$ cat config.mk
export PLATFORM = sky130hd
export DESIGN_NAME = wb_stage
export DESIGN_NICKNAME = d
export VERILOG_FILES = /design/src/rtl/wb_pkg.sv /design/src/rtl/wb_stage_load_align.sv /design/src/rtl/wb_stage.sv
export SDC_FILE = /design/constraint.sdc
export NUM_CORES = 1
export LEC_CHECK = 0
export ABC_AREA = 1
export BUFFER_PORTS_ARGS = -buffer_cell sky130_fd_sc_hd__buf_2
export CAP_MARGIN = 40
export CELL_PAD_IN_SITES_DETAIL_PLACEMENT = 0
export CELL_PAD_IN_SITES_GLOBAL_PLACEMENT = 2
export CORE_MARGIN = 2
export CORE_UTILIZATION = 25
export CTS_BUF_LIST = sky130_fd_sc_hd__clkbuf_4 sky130_fd_sc_hd__clkbuf_8 sky130_fd_sc_hd__clkbuf_16
export DETAILED_ROUTE_END_ITERATION = 10
export PLACE_DENSITY_LB_ADDON = 0.1
export SYNTH_ARGS = -nofsm -noshare
export SYNTH_HDL_FRONTEND = slang
export SYNTH_SLANG_ARGS = --single-unit
$ cat constraint.sdc
create_clock -name clk -period 3.3 [get_ports clk]
set_input_delay 0.33 -clock clk [delete_from_list [all_inputs] [get_ports clk]]
set_output_delay 0.33 -clock clk [all_outputs]
set_load 0.005 [all_outputs]
$ cat src/rtl/wb_pkg.sv
// wb_pkg: opcode/funct3 constants and FSM state type for the write-back stage
package wb_pkg;
  localparam logic [6:0] OP_R      = 7'h33;
  localparam logic [6:0] OP_I      = 7'h13;
  localparam logic [6:0] OP_LOAD   = 7'h03;
  localparam logic [6:0] OP_STORE  = 7'h23;
  localparam logic [6:0] OP_BRANCH = 7'h63;
  localparam logic [6:0] OP_LUI    = 7'h37;
  localparam logic [6:0] OP_AUIPC  = 7'h17;
  localparam logic [6:0] OP_JAL    = 7'h6F;
  localparam logic [6:0] OP_JALR   = 7'h67;
  localparam logic [2:0] F3_LB  = 3'b000;
  localparam logic [2:0] F3_LH  = 3'b001;
  localparam logic [2:0] F3_LW  = 3'b010;
  localparam logic [2:0] F3_LBU = 3'b100;
  localparam logic [2:0] F3_LHU = 3'b101;
  typedef enum logic {IDLE, WAIT_MEM} state_t;
endpackage

$ cat src/rtl/wb_stage_load_align.sv
// load_align: extracts and sign/zero-extends load data from a word-aligned read, flags misalignment
// Ports: funct3/off select the access, rdata is the aligned word, val is the extended result, mis flags misalignment.
module load_align
  import wb_pkg::*;
#(
  parameter int DW = 32
) (
  input  logic [2:0]    funct3,
  input  logic [1:0]    off,
  input  logic [DW-1:0] rdata,
  output logic [DW-1:0] val,
  output logic          mis
);
  logic [7:0]  b;
  logic [15:0] h;
  logic        is_b, is_h;
  assign b    = rdata[{off, 3'b000} +: 8];
  assign h    = off[1] ? rdata[31:16] : rdata[15:0];
  assign is_b = funct3 == F3_LB || funct3 == F3_LBU;
  assign is_h = funct3 == F3_LH || funct3 == F3_LHU;
  // funct3[2] marks the unsigned variants; anything not byte/half behaves as a word load
  assign val  = is_b ? {{(DW-8){b[7] & ~funct3[2]}}, b}
              : is_h ? {{(DW-16){h[15] & ~funct3[2]}}, h}
              : rdata;
  assign mis  = is_h ? off[0] : !is_b && |off;
endmodule

$ cat src/rtl/wb_stage.sv
// wb_stage: registered write-back stage; decodes RF writes, holds loads until mem_rvalid, aligns load data
// Ports: in_valid/in_ready/in_inst/in_data/rf_we_e accept a retiring instruction; mem_rvalid/mem_rdata return
// load data; rf_we/wreg/wdata drive the register file; retire/misalign pulse once per completed instruction.
// WB_BYPASS_EN adds byp_valid/byp_reg/byp_data (next-cycle write preview) and load_pend/load_rd (pending load).
module wb_stage
  import wb_pkg::*;
#(
  parameter int DW  = 32,
  parameter int IW  = 32,
  parameter int RFW = 5
) (
  input  logic           clk,
  input  logic           rst,
  input  logic           in_valid,
  output logic           in_ready,
  input  logic [IW-1:0]  in_inst,
  input  logic [DW-1:0]  in_data,
  input  logic           rf_we_e,
  input  logic           mem_rvalid,
  input  logic [DW-1:0]  mem_rdata,
  output logic           rf_we,
  output logic [RFW-1:0] wreg,
  output logic [DW-1:0]  wdata,
  output logic           retire,
  output logic           misalign
`ifdef WB_BYPASS_EN
  ,
  output logic           byp_valid,
  output logic [RFW-1:0] byp_reg,
  output logic [DW-1:0]  byp_data,
  output logic           load_pend,
  output logic [RFW-1:0] load_rd
`endif
);
  state_t         state, state_n;
  logic [6:0]     op;
  logic [RFW-1:0] in_rd, l_rd, n_reg;
  logic [2:0]     l_f3;
  logic [1:0]     l_off;
  logic           l_we, acc, is_load, wr_op, done, mis, n_we, n_ret, n_mis;
  logic [DW-1:0]  val, n_data;
  assign op       = in_inst[6:0];
  assign in_rd    = in_inst[7+RFW-1:7];
  assign in_ready = state == IDLE && !rst;
  assign acc      = in_valid && in_ready;
  assign is_load  = op == OP_LOAD;
  assign wr_op    = op inside {OP_R, OP_I, OP_LUI, OP_AUIPC, OP_JAL, OP_JALR};
  assign done     = state == WAIT_MEM && mem_rvalid && !rst;
  load_align #(.DW(DW)) u_align (
    .funct3(l_f3),
    .off   (l_off),
    .rdata (mem_rdata),
    .val   (val),
    .mis   (mis)
  );
  always_comb begin
    state_n = state;
    n_ret   = 1'b0;
    n_we    = 1'b0;
    n_mis   = 1'b0;
    n_reg   = wreg;
    n_data  = wdata;
    if (acc) begin
      state_n = is_load ? WAIT_MEM : IDLE;
      n_ret   = !is_load;
      n_reg   = is_load ? wreg : in_rd;
      n_data  = is_load ? wdata : in_data;
      n_we    = !is_load && wr_op && |in_rd && rf_we_e;
    end
    if (done) begin
      state_n = IDLE;
      n_ret   = 1'b1;
      n_mis   = mis;
      n_reg   = l_rd;
      n_data  = mis ? '0 : val;
      n_we    = !mis && |l_rd && l_we;
    end
  end
  always_ff @(posedge clk) begin
    if (rst) state <= IDLE;
    else     state <= state_n;
  end
  always_ff @(posedge clk) begin
    if (rst) begin
      rf_we    <= 1'b0;
      retire   <= 1'b0;
      misalign <= 1'b0;
      wreg     <= '0;
      wdata    <= '0;
    end else begin
      rf_we    <= n_we;
      retire   <= n_ret;
      misalign <= n_mis;
      wreg     <= n_reg;
      wdata    <= n_data;
    end
  end
  always_ff @(posedge clk) begin
    if (acc && is_load) begin
      l_rd  <= in_rd;
      l_f3  <= in_inst[14:12];
      l_off <= in_data[1:0];
      l_we  <= rf_we_e;
    end
  end
`ifdef WB_BYPASS_EN
  assign byp_valid = n_we;
  assign byp_reg   = n_reg;
  assign byp_data  = n_data;
  assign load_pend = state == WAIT_MEM && |l_rd;
  assign load_rd   = l_rd;
`endif
endmodule

==> summary.md <==
| Metric | Value |
|---|---|
| Outcome | completed |
| Crit-path cells | inv_2 > o22ai_2 > nor2_4 > nand3_1 > a21oi_1 |
| Reg clk slew, reported paths | 0.07 ns |
| Cell area after layout | 4030 µm² |
| Hold Path Depth | 1 |
| Initial Util | roughly a quarter |
| Synth Area per Inst | 6.36 µm² |
| Place WS | 0.799 ns |
| Final hold viol count | 0 |
| Placer Congestion | 0.815 |
| Critical path buffers and inverters | 1 |
| DPL Wire Length | 8380 µm |
| Drt total wl | 11700 µm |
| Tot Pwr | 1470 µW |
| Placed instance area | 3890 µm² |
| Nets | 709 |
| Initial antenna violation count | 0 |
| Yosys top cell by area | dfxtp_1 |
| Path depth of the worst reg2reg path | 5 |
| Gate Count Post-Synth | 504 |
| Post-synth cell types | 28 |
| Final Cycle Share | 75.3% |
| Least-Margin Pin Slew | 0.843 ns |
| Number of remaining DRC errors | 0 |
| Cell area after synthesis | 3200 µm² |
| Htree depth | 2 |
| Post-CTS Setup Repair Bufs | 0 |
| Critical Path AT | 2.72 ns |
| Pleak | 0.00202 µW |
| Syn_nets | about 610 |
| Clk root buf | clkbuf_16 |
| Final setup margin | between 0.8 and 0.9 ns |
| # port buffers | 124 |
| Fin. max-slew vios | 0 |
| Worst path top cell family by delay | simple AND/OR/NAND/NOR gates |
| RSZ-0062 raised after global routing | no |
| CORE AREA | 12600 µm² |
| Critical path's slowest cell | edfxtp_1 |
| Vias in the first global route | 3327 |
| First-pass GRT wire length | 17800 µm |
| Setup Skew | approximately 0.0057 ns |
| Row count | 41 |
| Wire per inst | 15.0 µm |
| Die Y | approximately 120 µm |
| Placed insts | 773 |
| Clock Path Buffers | 2 |
| DR iter-0 viols | 199 |
| CP Capture Type | flop |
| Max cap viols | 0 |
| R2R Setup Slk | 0.82 ns |
| Synth-to-layout area growth | 25.9% |
| CTS resizes | 0 |
| Largest net degree at the start of global routing | between 40 and 50 |
| CTS Hold Bufs | 0 |
| Top-count cell post-synth | nand2_1 |
| Routed Antenna Nets | 0 |
| Asr flop ratio synth | 0% |
| Die Width | 117 µm |
| Final Critical Period | 2.48 ns |
| Register area share after synthesis | 35.9% |
| Worst path depth | 5 |
| CP Class | reg2reg |
| Max IR drop VDD | 0.000173 V |
| Number of synthesized flops with an enable pin | 11 |
| # IOs | 142 |
| Worst path required time | between 3 and 4 ns |
| TritonCTS clock tree | built |
| Via count | between 3000 and 4000 |
| Fillers | 1428 |
| # clock sinks | 52 |
| Worst Hold Class | in2reg |
| Setup-failing EPs final | 0 |
| Clock latency on the worst-skew pair | 0.30 ns |
| Ys flop type | dfxtp_1 |
| CP Launch Type | flop |
| Drt first pass iters | 4 |
| Via density | 4.48 |
| Gr ovfl total | 0 |
| CTS Buf Count | 5 |
| Sum Neg Setup Slack | 0 ns |
| Pwr dens | 365 nW/µm² |
| Ys Warns | 0 |
| Max Fclk | 0.402 GHz |
| Max stage delay on crit path | 0.67 ns |
| FF+latch count, synth | 52 |
| Leading post-synthesis cells by cell area | dfxtp_1 26%, nand2_1 18%, nand3_1 11%, edfxtp_1 10%, o21ai_0 5.6% |
| Ant diodes | 0 |
| CP Max Fanout | 33 |
| Area share of the largest cell type after synthesis | 25.6% |
| Fin cells | between 700 and 800 |
| Die ar. | 13700 µm² |
| All-Layer GR Usage | 17.0% |
| Slew HR | 43.7% |
| Synth cell count leaders | 154 x nand2_1, 68 x nand3_1, 46 x nor2_1 |
| Layout cell share with drive strength beyond 1 | 26.8% |
[kinds of logic after synthesis]
family | after synthesis | share of synthesized area, %
AOI/OAI and AO/OA | 81 | 13.8
and+or+nand+nor | 288 | 38.6
DFF | 52 | 35.9
buffers and inverters | 83 | 11.7
[through the flow]
step / hold WS (ns) / utilization [%]
4_1_cts: 0.201 / 32.1
3_3_place_gp: 0.463 / 30.9
2_1_floorplan: 0.424 / -
6_report: 0.207 / 32.1
3_5_place_dp: 0.474 / 31.0
5_1_grt: 0.208 / 32.1
[final cells by class]
| cell class | instances | area [µm²] | area share, % |
|---|---|---|---|
| Clock buffer | 5 | 125 | 3.10 |
| Clock inverter | 3 | 17.5 | 0.434 |
| Inverter | 52 | 195 | 4.84 |
| Multi-Input combinational cell | 369 | 1680 | 41.6 |
| Sequential cell | 52 | 1150 | 28.5 |
| Tap cell | 172 | 215 | 5.34 |
| Timing Repair Buffer | 128 | 651 | 16.1 |
[power by group]
group	internal (µW)	leakage [µW]	switching [µW]
Clock	282	0.0000716	265
Sequential	680	0.000437	15.1
Combinational	101	0.00151	129
Total	1060	0.00202	409
[worst paths after layout]
path / from / end
setup / recovery: l_off[0]$_DFFE_PP_ / wdata[5]$_SDFFE_PP0P_
hold reg to reg: wreg[4]$_SDFFE_PP0P_ / wreg[4]$_SDFFE_PP0P_
hold / removal: in_inst[12] / l_f3[0]$_DFFE_PP_
setup reg to reg: l_off[0]$_DFFE_PP_ / wdata[5]$_SDFFE_PP0P_
[per-layer routing]
layer  up-vias  share of wire [%]  GRT usage (%)
met2       100                 45           26.7
met5         -                  0              0
li1       1818                  -              -
met3        13                6.4           3.76
met1      1566                 47           23.2
met4         0                1.6           5.18
[layout by cell type, fill, tap and decap left out, drive strengths merged]
| cell type | Yosys | layout |
|---|---|---|
| dfxtp | 41 | 41 |
| buf | 21 | 128 |
| o211ai | 1 | 1 |
| o31ai | 1 | 1 |
| nand4 | 1 | 1 |
| clkbuf | 10 | 5 |
| nor3b | 1 | 1 |
| edfxtp | 11 | 11 |
| inv | 52 | 53 |
| nand3 | 69 | 69 |
| nand2 | 165 | 165 |
| o311ai | 1 | 1 |
| nor2 | 49 | 49 |
| o22ai | 1 | 1 |
| clkinv | 0 | 2 |
| a22oi | 1 | 1 |
| a21oi | 33 | 33 |
| nor3 | 3 | 3 |
| o21ai | 43 | 43 |
[flip-flops by register name, indices dropped and copies added (netlist names), 2 cells and up]
name	cells
l_rd	5
l_off	2
l_f3	3
wreg	5
wdata	32
Note: power is estimated with default switching activity, not from simulation.
